<file path="src/rtl/fetch_unit.sv">
`default_nettype none
// ============================================================================
// Module      : fetch_unit
// Description : Instruction fetch stage. It issues requests to a
//               variable-latency instruction memory and keeps fetched
//               words in the IF/ID register (instr/pcOut/instrValid).
//               A one-entry skid buffer absorbs a response that arrives
//               while downstream is stalled. Taken-branch redirects take
//               priority over any capture. A redirect while a request is
//               still outstanding squashes that request's response.
//
// Ports       : clk           - sole clock, rising edge
//               reset         - asynchronous, active-high
//               imemReq       - instruction-memory read request (FETCH only)
//               imemAddr[63:0]- byte address of the outstanding request
//               imemRdy       - memory returns imemData this cycle
//               imemData[31:0]- fetched instruction word
//               stall         - downstream cannot accept instr this cycle
//               pcSrc         - taken-branch redirect
//               branchTarget  - redirect byte address (low 2 bits ignored)
//               instr[31:0]   - IF/ID instruction register
//               pcOut[63:0]   - byte address of instr
//               instrValid    - instr/pcOut hold a live instruction
//               opcode[10:0]  - instr[31:21], combinational
//
// Revision    : 1.0 - initial release
// ============================================================================
module fetch_unit #(
    parameter logic [63:0] RESET_PC = 64'h0
) (
    input  logic        clk,
    input  logic        reset,
    output logic        imemReq,
    output logic [63:0] imemAddr,
    input  logic        imemRdy,
    input  logic [31:0] imemData,
    input  logic        stall,
    input  logic        pcSrc,
    input  logic [63:0] branchTarget,
    output logic [31:0] instr,
    output logic [63:0] pcOut,
    output logic        instrValid,
    output logic [10:0] opcode
);

    typedef enum logic [1:0] {
        BOOT  = 2'd0,
        FETCH = 2'd1,
        HOLD  = 2'd2
    } state_t;

    // ------------------------------------------------------------------
    // Registers
    // ------------------------------------------------------------------
    state_t      r_state;
    logic [63:0] r_pc;          // next sequential / redirected fetch address
    logic [63:0] r_req_addr;    // address presented on imemAddr
    logic [31:0] r_instr;
    logic [63:0] r_pc_out;
    logic        r_valid;
    logic        r_skid_valid;
    logic [31:0] r_skid_data;
    logic [63:0] r_skid_addr;
    logic        r_squash;      // drop the response of the in-flight request

    // ------------------------------------------------------------------
    // Next-state values
    // ------------------------------------------------------------------
    state_t      w_state_nxt;
    logic [63:0] w_pc_nxt;
    logic [63:0] w_req_addr_nxt;
    logic [31:0] w_instr_nxt;
    logic [63:0] w_pc_out_nxt;
    logic        w_valid_nxt;
    logic        w_skid_valid_nxt;
    logic [31:0] w_skid_data_nxt;
    logic [63:0] w_skid_addr_nxt;
    logic        w_squash_nxt;
    logic        w_imem_req;

    logic        w_consume;
    logic        w_redirect;
    logic [63:0] w_target;
    logic [63:0] w_req_inc;

    // The slot is consumed whenever a live instruction is not stalled;
    // a redirect is only honoured on such an edge.
    assign w_consume  = r_valid & ~stall;
    assign w_redirect = w_consume & pcSrc;
    assign w_target   = branchTarget & ~64'h3;
    // Natural 64-bit wrap: ...FFFC + 4 = 0.
    assign w_req_inc  = r_req_addr + 64'd4;

    // ------------------------------------------------------------------
    // State / datapath register
    // ------------------------------------------------------------------
    always_ff @(posedge clk or posedge reset) begin
        if (reset) begin
            r_state      <= BOOT;
            r_pc         <= RESET_PC;
            r_req_addr   <= RESET_PC;
            r_instr      <= 32'h0;
            r_pc_out     <= 64'h0;
            r_valid      <= 1'b0;
            r_skid_valid <= 1'b0;
            r_skid_data  <= 32'h0;
            r_skid_addr  <= 64'h0;
            r_squash     <= 1'b0;
        end else begin
            r_state      <= w_state_nxt;
            r_pc         <= w_pc_nxt;
            r_req_addr   <= w_req_addr_nxt;
            r_instr      <= w_instr_nxt;
            r_pc_out     <= w_pc_out_nxt;
            r_valid      <= w_valid_nxt;
            r_skid_valid <= w_skid_valid_nxt;
            r_skid_data  <= w_skid_data_nxt;
            r_skid_addr  <= w_skid_addr_nxt;
            r_squash     <= w_squash_nxt;
        end
    end

    // ------------------------------------------------------------------
    // Next-state and output logic
    // ------------------------------------------------------------------
    always_comb begin
        w_state_nxt      = r_state;
        w_pc_nxt         = r_pc;
        w_req_addr_nxt   = r_req_addr;
        w_instr_nxt      = r_instr;
        w_pc_out_nxt     = r_pc_out;
        w_valid_nxt      = r_valid;
        w_skid_valid_nxt = r_skid_valid;
        w_skid_data_nxt  = r_skid_data;
        w_skid_addr_nxt  = r_skid_addr;
        w_squash_nxt     = r_squash;
        w_imem_req       = 1'b0;

        // A consumed slot empties unless something refills it below.
        if (w_consume) begin
            w_valid_nxt = 1'b0;
        end

        case (r_state)
            BOOT: begin
                w_req_addr_nxt = r_pc;
                w_state_nxt    = FETCH;
            end

            FETCH: begin
                w_imem_req = 1'b1;
                if (w_redirect) begin
                    w_skid_valid_nxt = 1'b0;
                    w_pc_nxt         = w_target;
                    if (imemRdy) begin
                        // Response on the redirect edge is simply dropped.
                        w_req_addr_nxt = w_target;
                        w_squash_nxt   = 1'b0;
                    end else begin
                        // Request still in flight: keep imemAddr stable
                        // until its response is swallowed, then move to
                        // the target held in r_pc.
                        w_squash_nxt = 1'b1;
                    end
                end else if (imemRdy) begin
                    if (r_squash) begin
                        w_squash_nxt   = 1'b0;
                        w_req_addr_nxt = r_pc;
                    end else if (!r_valid || w_consume) begin
                        w_instr_nxt    = imemData;
                        w_pc_out_nxt   = r_req_addr;
                        w_valid_nxt    = 1'b1;
                        w_req_addr_nxt = w_req_inc;
                        w_pc_nxt       = w_req_inc;
                    end else begin
                        // Slot occupied and stalled: park the word.
                        w_skid_valid_nxt = 1'b1;
                        w_skid_data_nxt  = imemData;
                        w_skid_addr_nxt  = r_req_addr;
                        w_req_addr_nxt   = w_req_inc;
                        w_pc_nxt         = w_req_inc;
                        w_state_nxt      = HOLD;
                    end
                end
            end

            HOLD: begin
                // instrValid is always set here; no request is issued.
                if (w_redirect) begin
                    w_skid_valid_nxt = 1'b0;
                    w_pc_nxt         = w_target;
                    w_req_addr_nxt   = w_target;
                    w_state_nxt      = FETCH;
                end else if (w_consume) begin
                    w_instr_nxt      = r_skid_data;
                    w_pc_out_nxt     = r_skid_addr;
                    w_valid_nxt      = 1'b1;
                    w_skid_valid_nxt = 1'b0;
                    w_state_nxt      = FETCH;
                end
            end

            default: begin
                w_state_nxt = BOOT;
            end
        endcase
    end

    assign imemReq    = w_imem_req;
    assign imemAddr   = r_req_addr;
    assign instr      = r_instr;
    assign pcOut      = r_pc_out;
    assign instrValid = r_valid;
    assign opcode     = r_instr[31:21];

endmodule
`default_nettype wire
</file>
<file path="config.mk">
export PLATFORM = sky130hd
export DESIGN_NAME = fetch_unit
export DESIGN_NICKNAME = d
export VERILOG_FILES = /design/src/rtl/fetch_unit.sv
export SDC_FILE = /design/constraint.sdc
export NUM_CORES = 1
export LEC_CHECK = 0
export ABC_CLOCK_PERIOD_IN_PS = 12800
export BUFFER_PORTS_ARGS = -buffer_cell sky130_fd_sc_hd__buf_2
export CORE_MARGIN = 8
export CORE_UTILIZATION = 45
export CTS_BUF_LIST = sky130_fd_sc_hd__clkbuf_8
export DETAILED_ROUTE_END_ITERATION = 6
export PLACE_DENSITY = 0.68
export SETUP_SLACK_MARGIN = 0.02
export SYNTH_ARGS = -nofsm -noshare
export SYNTH_HDL_FRONTEND = slang
export SYNTH_SLANG_ARGS = --single-unit
</file>
<file path="constraint.sdc">
create_clock -name clk -period 12.8 [get_ports clk]
set_input_delay 0.64 -clock clk [delete_from_list [all_inputs] [get_ports clk]]
set_output_delay 0.64 -clock clk [all_outputs]
set_load 0.005 [all_outputs]
</file>
==> results of run 1 <==
[cells in the final DEF, fill, tap and decap left out, types with 6 or more instances in the layout]
cell / synthesis / final
sky130_fd_sc_hd__dfrtp_1: 324 / 323
sky130_fd_sc_hd__buf_2: 12 / 271
sky130_fd_sc_hd__a21oi_1: 199 / 199
sky130_fd_sc_hd__nor2_1: 196 / 194
sky130_fd_sc_hd__nand2_1: 146 / 145
sky130_fd_sc_hd__o21ai_0: 134 / 134
sky130_fd_sc_hd__mux2i_1: 106 / 106
sky130_fd_sc_hd__mux2_2: 89 / 89
sky130_fd_sc_hd__clkbuf_8: 0 / 75
sky130_fd_sc_hd__nand3_1: 45 / 45
sky130_fd_sc_hd__inv_1: 24 / 42
sky130_fd_sc_hd__nor3_1: 43 / 42
sky130_fd_sc_hd__and3_1: 38 / 38
sky130_fd_sc_hd__a221oi_1: 31 / 31
sky130_fd_sc_hd__buf_4: 11 / 27
sky130_fd_sc_hd__a31oi_1: 26 / 26
sky130_fd_sc_hd__nand4_1: 22 / 22
sky130_fd_sc_hd__nor4_1: 22 / 22
sky130_fd_sc_hd__xnor2_1: 22 / 22
sky130_fd_sc_hd__o22ai_1: 23 / 22
sky130_fd_sc_hd__a22oi_1: 21 / 21
sky130_fd_sc_hd__o31ai_1: 17 / 17
sky130_fd_sc_hd__or3_1: 17 / 17
sky130_fd_sc_hd__xor2_1: 15 / 15
sky130_fd_sc_hd__or4_1: 10 / 10
sky130_fd_sc_hd__o211ai_1: 10 / 10
sky130_fd_sc_hd__a21o_1: 10 / 10
sky130_fd_sc_hd__o21a_1: 9 / 9
sky130_fd_sc_hd__diode_2: 0 / 8
sky130_fd_sc_hd__a211oi_1: 8 / 8
sky130_fd_sc_hd__o31a_1: 8 / 8
sky130_fd_sc_hd__and4_1: 7 / 7
sky130_fd_sc_hd__a22o_1: 7 / 7
sky130_fd_sc_hd__a221o_1: 7 / 7
sky130_fd_sc_hd__o221ai_1: 8 / 7
sky130_fd_sc_hd__nand2b_1: 6 / 6
[state kept, by name, summed over array words and instances, names as in the netlist]
| signal | cells |
|---|---|
| r_skid_data | 32 |
| r_pc | 64 |
| instrValid | 1 |
| r_skid_addr | 64 |
| instr | 32 |
| r_squash | 1 |
| r_state | 2 |
| imemAddr | 64 |
| pcOut | 64 |
[kinds of logic (layout without fill, tap and decap cells)]
family                   Yosys count  count (layout)  synth area share, %
AO/OA/AOI/OAI                    548             548                 19.2
XOR/XNOR                          37              37                 1.85
adder cells (fa/ha/maj)            6               6                0.429
buffers and inverters            207             430                 4.78
flip-flops                       324             324                 46.3
multiplexers                     195             195                 11.8
other                              0               8                    0
AND/OR/NAND/NOR                  578             578                 15.6
[routing by layer]
layer / vias to the layer above / share of wire [%] / GRT usage (%)
met2: 840 / 46 / 40.7
met1: 7980 / 40 / 33.6
li1: 7296 / - / -
met4: 12 / 3.4 / 10.3
met3: 155 / 9.8 / 6.09
met5: - / 0.14 / 0
[per-stage QoR]
stage,hold slack (ns),worst slack (ns),cell area (um2),std cells
global route,0.196,8.16,20300,2643
global placement,0.460,8.57,19100,2532
floorplan,0.450,3.19,17500,1895
CTS,0.173,8.44,20300,2636
finish,0.212,8.47,20300,2644
detailed placement,0.470,8.46,19100,2532
[critical path, stage by stage (launching register included)]
cell	delay (ns)
sky130_fd_sc_hd__dfrtp_1	0.41
sky130_fd_sc_hd__inv_1	0.13
sky130_fd_sc_hd__ha_4	0.41
sky130_fd_sc_hd__buf_12	0.66
sky130_fd_sc_hd__nor2_1	0.31
sky130_fd_sc_hd__nor3_2	0.23
sky130_fd_sc_hd__buf_4	0.79
sky130_fd_sc_hd__buf_4	0.82
sky130_fd_sc_hd__nor2_1	0.10
sky130_fd_sc_hd__a21oi_1	0.18
[report_power, final]
group	internal, mW	switching [mW]
clock network	0.564	0.457
registers	1.50	0.500
logic	0.901	1.26
[worst min path at each step]
stage	startpoint	endpoint	cells after the start
4_1_cts	imemData[8]	r_skid_data[8]$_DFFE_PP0P_	2
6_report	reset	r_skid_data[9]$_DFFE_PP0P_	2
5_1_grt	imemData[23]	r_skid_data[23]$_DFFE_PP0P_	2
2_1_floorplan	r_skid_addr[17]$_DFFE_PP0P_	r_skid_addr[17]$_DFFE_PP0P_	2
3_5_place_dp	r_skid_addr[60]$_DFFE_PP0P_	r_skid_addr[60]$_DFFE_PP0P_	2
3_3_place_gp	r_skid_addr[21]$_DFFE_PP0P_	r_skid_addr[21]$_DFFE_PP0P_	2
[final cells by class]
cell class / instances / area share, %
clock inverter: 29 / 0.906
multi-input combinational: 1364 / 42.5
clock buffer: 75 / 5.08
sequential: 324 / 39.9
inverter: 27 / 0.536
antenna: 8 / 0.0986
tap: 518 / 3.19
timing repair buffer: 299 / 7.78
==> run summary, run 1 <==
Worst-path maximum fanout = 128
Clock Skew = 0.0322 ns
Number of sinks handled by clock tree synthesis = 324
Worst voltage drop across the vdd grid = 0.120 mV
Ratio of cells with drive above 1 in the final layout = 23.5%
FILL cells = 3607
Cell area after technology mapping = 0.0175 mm2
Gpl congestion = 0.897
Average cell area after synthesis = 9.23 um2
Ranking of synthesized cells by area = sky130_fd_sc_hd__dfrtp_1, sky130_fd_sc_hd__mux2i_1, sky130_fd_sc_hd__mux2_2
Most common cell in the netlist = sky130_fd_sc_hd__dfrtp_1
Core area = 0.0386 mm2
Worst r2r src = r_state[0]$_DFFE_PP0P_
Final core occ = 52.7%
Number of nets with antenna violations after detailed routing = 0
Yosys warning total = 0
Area occupied by registers = 0.00811 mm2
Flop and latch count out of synthesis = 324
Yosys top cell area share = 46.3%
Slew at the pin with the worst max-slew slack = 1.25 ns
GRT Overall Usage = 25.7%
Maximum number of pins on one net before global-route repair = 144
Count of port buffers added during placement = 271
Data arrival, critical path = 4.91 ns
DRC marker count from the first detailed-route iteration = 1760
Fin nets = 2180
FFs w/ async S/R, synth = 100%
MaxCap Viol Count = 0
Total vias in the final route = 16.3k
Critical path destination = instr[4]$_DFFE_PP0P_
Initial standard-cell utilization of the core = 45.4%
Sum of negative setup slack = 0 ns
Number of antenna violations at the first check in global routing = 14
Top Ports = 274
Wire length after detailed routing = 60.0 mm
Setup fix buffers added after clock tree synthesis = 0
Via count of the first global-routing pass = 15.8k
Mean routed wirelength per cell = 22.7 um
Number of slew-limit violations in the final report = 0
Setup repair after global routing missed its margin = no
Standard-cell row count = 72
Final worst path period share = 33.9%
Clock transition time at the flip-flop clock pins of the worst setup and hold paths = 0.06 ns
Kind of end point of the critical path = flop
Number of nets in the synthesized netlist = 2002
Area taken by multi-input logic gates = 0.00862 mm2
Highest clock frequency the design can meet = 0.231 GHz
Number of cells on the worst reg-to-reg path = 9
DPL Wire Length = 38.5 mm
P per Cell Area = 256 mW/mm2
# hold bufs at CTS = 0
Leading register cell type out of synthesis = sky130_fd_sc_hd__dfrtp_1
Distinct cells, synth = 70
Library cell used as clock root buffer = sky130_fd_sc_hd__clkbuf_8
Nature of the critical path startpoint = flop
Final total power = 5.19 mW
Area added between synthesis and finish = 16.1%
Endpoint of the lowest-slack register-to-register path = instr[4]$_DFFE_PP0P_
Final hold violations = 0
Most frequent cells after synthesis = sky130_fd_sc_hd__dfrtp_1, sky130_fd_sc_hd__a21oi_1, sky130_fd_sc_hd__nor2_1
Required time of the critical path = 13.37 ns
Average via count per standard cell = 6.16
DIE WIDTH = 213 um
Cell accounting for the most synthesized area = sky130_fd_sc_hd__dfrtp_1
Worst-Skew Late Latency = 0.66 ns
Remaining max-slew budget at the tightest pin = 16.2%
Finish-stage setup viols = 0
DRC viols = 0
Final critical path time including I/O delays and setup = 4.33 ns
CTS H-tree depth = 2
Leakage dissipation = 8.72 nW
Max clock buf depth = 3
Worst Setup SP = r_state[0]$_DFFE_PP0P_
Floorplan die area = 0.0455 mm2
Resized Gates After CTS = 0
R2R setup slack = 8.47 ns
Synthesized instance count = 1895
TritonRoute pass-1 iters = 6
Hold/Removal Path Class = in -> async
Inserted Clock Buffers = 57
Floorplan die height = 213 um
Sequential area share after synthesis = 46.3%
Residual overflow from global routing = 0
First-pass GRT wire length = 91.7 mm
Run status = completed
EDFF count, synth = 0
Clock tree from TritonCTS = built
Crit Path Category = reg -> reg
Note: power is estimated with default switching activity, not from simulation.
==> run 2: changes to the inputs <==
--- a/config.mk
+++ b/config.mk
@@ -5,13 +5,14 @@
 export SDC_FILE = /design/constraint.sdc
 export NUM_CORES = 1
 export LEC_CHECK = 0
-export ABC_CLOCK_PERIOD_IN_PS = 12800
+export ABC_AREA = 1
+export ABC_CLOCK_PERIOD_IN_PS = 3510
 export BUFFER_PORTS_ARGS = -buffer_cell sky130_fd_sc_hd__buf_2
 export CORE_MARGIN = 8
 export CORE_UTILIZATION = 45
 export CTS_BUF_LIST = sky130_fd_sc_hd__clkbuf_8
 export DETAILED_ROUTE_END_ITERATION = 6
-export PLACE_DENSITY = 0.68
+export PLACE_DENSITY = 0.7
 export SETUP_SLACK_MARGIN = 0.02
 export SYNTH_ARGS = -nofsm -noshare
 export SYNTH_HDL_FRONTEND = slang
==> constraint.sdc (replaced) <==
create_clock -name clk -period 3.51 [get_ports clk]
set_input_delay 0.1755 -clock clk [delete_from_list [all_inputs] [get_ports clk]]
set_output_delay 0.1755 -clock clk [all_outputs]
set_load 0.005 [all_outputs]
==> run 2 against run 1 <==
Net effect: count of clock-buffer cells in the layout up 1; highest routed layer is now met4; largest cell class unchanged; sequential share of layout area fell by 3.9 points; critical path type unchanged; area after synthesis up 5.9%; die area grew 5.5%.
==> run summary, run 2 <==
Sum of negative setup slack = 0 ns (unchanged)
Average cell area after synthesis = 7.08 um2 (was 9.23 um2)
Mean routed wirelength per cell = 18.7 um (was 22.7 um)
Diode count = 0 (was 8)
Gpl congestion = 0.942 (was 0.897)
Average via count per standard cell = 5.44 (was 6.16)
Area fraction in compound gates after synthesis = 18.8% (was 19.2%)
Top Ports = 274 (unchanged)
Max layer used = met4 (was met5)
Highest clock frequency the design can meet = 0.372 GHz (was 0.231 GHz)
WL met3 = 4.92 mm (was 5.90 mm)
P per Cell Area = 929 mW/mm2 (was 256 mW/mm2)
Most common cell in the netlist = sky130_fd_sc_hd__nand2_1 (was sky130_fd_sc_hd__dfrtp_1)
Remaining max-slew budget at the tightest pin = 43.6% (was 16.2%)
Cell at the slowest stage of the critical path = sky130_fd_sc_hd__dfrtp_1 (was sky130_fd_sc_hd__buf_4)
Clock transition time at the flip-flop clock pins of the worst setup and hold paths = 0.06 ns (about the same)
Kind of end point of the critical path = flop (unchanged)
Clock tree from TritonCTS = built (unchanged)
EDFF count, synth = 0 (unchanged)
Leakage dissipation = 11.4 nW (was 8.72 nW)
Slew at the pin with the worst max-slew slack = 0.845 ns (was 1.25 ns)
Fin area = 0.0225 mm2 (was 0.0203 mm2)
Final worst path period share = 76.7% (was 33.9%)
MaxCap Viol Count = 0 (unchanged)
Data arrival, critical path = 3.23 ns (was 4.91 ns)
Final hold violations = 0 (unchanged)
Flop and latch count out of synthesis = 324 (unchanged)
Nature of the critical path startpoint = flop (unchanged)
Post-placement cell count = 3286 (was 2532)
Library cell used as clock root buffer = sky130_fd_sc_hd__clkbuf_8 (unchanged)
Via count of the first global-routing pass = 18.2k (was 15.8k)
Clock Skew = 0.0258 ns (was 0.0322 ns)
Worst stage delay on the critical path = 0.41 ns (was 0.82 ns)
Cell accounting for the most synthesized area = sky130_fd_sc_hd__dfrtp_1 (unchanged)
Ranking of synthesized cells by area = sky130_fd_sc_hd__dfrtp_1, sky130_fd_sc_hd__nand2_1, sky130_fd_sc_hd__nor2_1 (was sky130_fd_sc_hd__dfrtp_1, sky130_fd_sc_hd__mux2i_1, sky130_fd_sc_hd__mux2_2)
Floorplan die area = 0.0479 mm2 (was 0.0455 mm2)
First-pass GRT wire length = 101 mm (was 91.7 mm)
Ratio of cells with drive above 1 in the final layout = 16.1% (was 23.5%)
Buffers plus inverters on the worst setup path = 3 (was 4)
DRC marker count from the first detailed-route iteration = 2222 (was 1760)
Number of nets with antenna violations after detailed routing = 0 (unchanged)
Crit Path Category = reg -> reg (unchanged)
Cell area after technology mapping = 0.0185 mm2 (was 0.0175 mm2)
Hold/Removal Path Class = in -> reg (was in -> async)
Max clock buf depth = 3 (unchanged)
Most common library cell in the layout ignoring fill and taps = sky130_fd_sc_hd__nand2_1 (was sky130_fd_sc_hd__dfrtp_1)
Multiplexer share of the synthesized area = 0% (was 11.8%)
Leading register cell type out of synthesis = sky130_fd_sc_hd__dfrtp_1 (unchanged)
Number of antenna violations at the first check in global routing = 0 (was 14)
Yosys top cell area share = 43.7% (was 46.3%)
Total routed wire length on the met1 layer = 28.6 mm (was 24.2 mm)
Synthesized instance count = 2619 (was 1895)
Number of sinks handled by clock tree synthesis = 324 (unchanged)
Floorplan die height = 219 um (was 213 um)
Met2 layer wire length in the routed design = 29.7 mm (was 27.7 mm)
Core area = 0.0407 mm2 (was 0.0386 mm2)
DIE WIDTH = 219 um (was 213 um)
DPL Wire Length = 44.9 mm (was 38.5 mm)
Count of port buffers added during placement = 271 (unchanged)
XOR/XNOR share of the synthesized area = 0.567% (was 1.85%)
Inserted Clock Buffers = 57 (unchanged)
TritonRoute pass-1 iters = 6 (unchanged)
Worst-Skew Late Latency = 0.67 ns (was 0.66 ns)
DRC viols = 0 (unchanged)
Initial standard-cell utilization of the core = 45.5% (was 45.4%)
Sequential area share after synthesis = 43.7% (was 46.3%)
Chain of cells forming the critical path = inv_1 > ha_1 > inv_2 > nor2_1 > nand2_4 > buf_12 > o21ai_0 (was inv_1 > ha_4 > buf_12 > nor2_1 > nor3_2 > buf_4 > buf_4 > nor2_1 > a21oi_1)
Area added between synthesis and finish = 21.4% (was 16.1%)
Setup repair after global routing missed its margin = no (unchanged)
Post-detailed-placement cell area = 0.0203 mm2 (was 0.0191 mm2)
Final total power = 20.9 mW (was 5.19 mW)
FFs w/ async S/R, synth = 100% (unchanged)
Worst voltage drop across the vdd grid = 0.471 mV (was 0.120 mV)
Required time of the critical path = 4.05 ns (was 13.37 ns)
CTS H-tree depth = 2 (unchanged)
Worst-path maximum fanout = 134 (was 128)
Largest family of logic cells by synthesized area = simple AND/OR/NAND/NOR gates (was compound AO/OA/AOI/OAI gates)
Standard-cell row count = 74 (was 72)
Distinct cells, synth = 36 (was 70)
Residual overflow from global routing = 0 (unchanged)
Area share of and/or/nand/nor cells after synthesis = 26.9% (was 15.6%)
CP top delay family = simple AND/OR/NAND/NOR gates (was buffers and inverters)
Commonest cells after routing, fill and taps aside = sky130_fd_sc_hd__nand2_1, sky130_fd_sc_hd__nor2_1, sky130_fd_sc_hd__dfrtp_1, sky130_fd_sc_hd__inv_1, sky130_fd_sc_hd__buf_2 (was sky130_fd_sc_hd__dfrtp_1, sky130_fd_sc_hd__buf_2, sky130_fd_sc_hd__a21oi_1, sky130_fd_sc_hd__nor2_1, sky130_fd_sc_hd__nand2_1)
Total vias in the final route = 19.0k (was 16.3k)
Most frequent cells after synthesis = sky130_fd_sc_hd__nand2_1, sky130_fd_sc_hd__nor2_1, sky130_fd_sc_hd__dfrtp_1 (was sky130_fd_sc_hd__dfrtp_1, sky130_fd_sc_hd__a21oi_1, sky130_fd_sc_hd__nor2_1)
Number of slew-limit violations in the final report = 0 (unchanged)
Fin nets = 3019 (was 2180)
Yosys warning total = 0 (unchanged)
Number of nets in the synthesized netlist = 2726 (was 2002)
Final critical path time including I/O delays and setup = 2.69 ns (was 4.33 ns)
Adder-cell share of the synthesized area = 0.405% (was 0.429%)
Maximum number of pins on one net before global-route repair = 194 (was 144)
GRT Overall Usage = 26.7% (was 25.7%)
Number of standard cells in the layout, taps in and fillers out = 3490 (was 2644)
Run status = completed (unchanged)
Resized Gates After CTS = 0 (unchanged)
Wire length after detailed routing = 65.3 mm (was 60.0 mm)
Finish-stage setup viols = 0 (unchanged)
Final core occ = 55.2% (was 52.7%)
-- run 2: cell types whose count changed in the layout (fill, tap and decap cells not counted), moves of 42 or more --
cell	before	now
sky130_fd_sc_hd__inv_1	42	290
sky130_fd_sc_hd__o21ai_0	134	269
sky130_fd_sc_hd__nand3_1	45	161
sky130_fd_sc_hd__dlygate4sd3_1	0	99
sky130_fd_sc_hd__a211oi_1	8	58
sky130_fd_sc_hd__mux2i_1	106	0
sky130_fd_sc_hd__nor2_1	194	452
sky130_fd_sc_hd__mux2_2	89	0
sky130_fd_sc_hd__nand2_1	145	508
sky130_fd_sc_hd__nor3_1	42	0
-- run 2: through the flow --
step,worst slack [ns],hold WS [ns]
3_3_place_gp,1.03,0.304
6_report,0.819,0.0961
4_1_cts,0.854,0.0393
2_1_floorplan,-0.988,0.342
3_5_place_dp,0.906,0.318
5_1_grt,0.624,0.133
-- run 2: worst reg2reg max path: cells and delay by family, from the launching register on --
family                     cells  cell delay [ns]
and+or+nand+nor                2             0.73
buffers and inverters          3             0.70
DFF                            1             0.41
adders and majority gates      1             0.39
AOI/OAI and AO/OA              1             0.36
-- run 2: layout make-up --
class	count	area, um2
Timing Repair Buffer	398	2730
Fill cell	3893	18200
Tap cell	532	666
Sequential cell	324	8110
Inverter	281	1060
Clock buffer	76	1050
Multi-Input combinational cell	1850	8700
Clock inverter	29	194
-- run 2: per-layer routing --
layer / global-route usage [%] / up-vias
met5: 0 / -
met4: 9.99 / 0
met3: 3.79 / 148
met2: 42.1 / 849
met1: 37.0 / 8942
li1: - / 9048
-- run 2: cells by family after synthesis --
kind of cell               after synthesis
and+or+nand+nor                       1203
AOI/OAI and AO/OA                      629
buffers and inverters                  445
DFF                                    324
xor gates and xnor gates                12
adders and majority gates                6
-- run 2: final timing paths --
path	startpoint	endpoint	slack (ns)	cells past startpoint
max	r_state[1]$_DFFE_PP0P_	r_skid_data[4]$_DFFE_PP0P_	0.82	7
min	pcSrc	r_pc[2]$_DFFE_PP0P_	0.1	6
max reg2reg	r_state[1]$_DFFE_PP0P_	r_skid_data[4]$_DFFE_PP0P_	0.82	7
min reg2reg	r_skid_addr[38]$_DFFE_PP0P_	r_skid_addr[38]$_DFFE_PP0P_	0.48	2
max in group asynchronous	reset	pcOut[56]$_DFFE_PP0P_	2.31	4
min in group asynchronous	reset	instr[31]$_DFFE_PP0P_	0.19	3
-- run 2: power breakdown --
group          internal, mW  total (mW)  leakage [nW]  switching (mW)
clock network          2.09        3.75         0.714            1.67
logic                  3.67        9.95          6.79            6.28
registers              5.55        7.22          3.88            1.66
total                  11.3        20.9          11.4            9.61
-- run 2: timing repair --
item	in CTS	in global routing
hold buffers	99	0
setup buffers	0	0
endpoints found under the hold margin	216	0
endpoints found under the setup margin	0	0
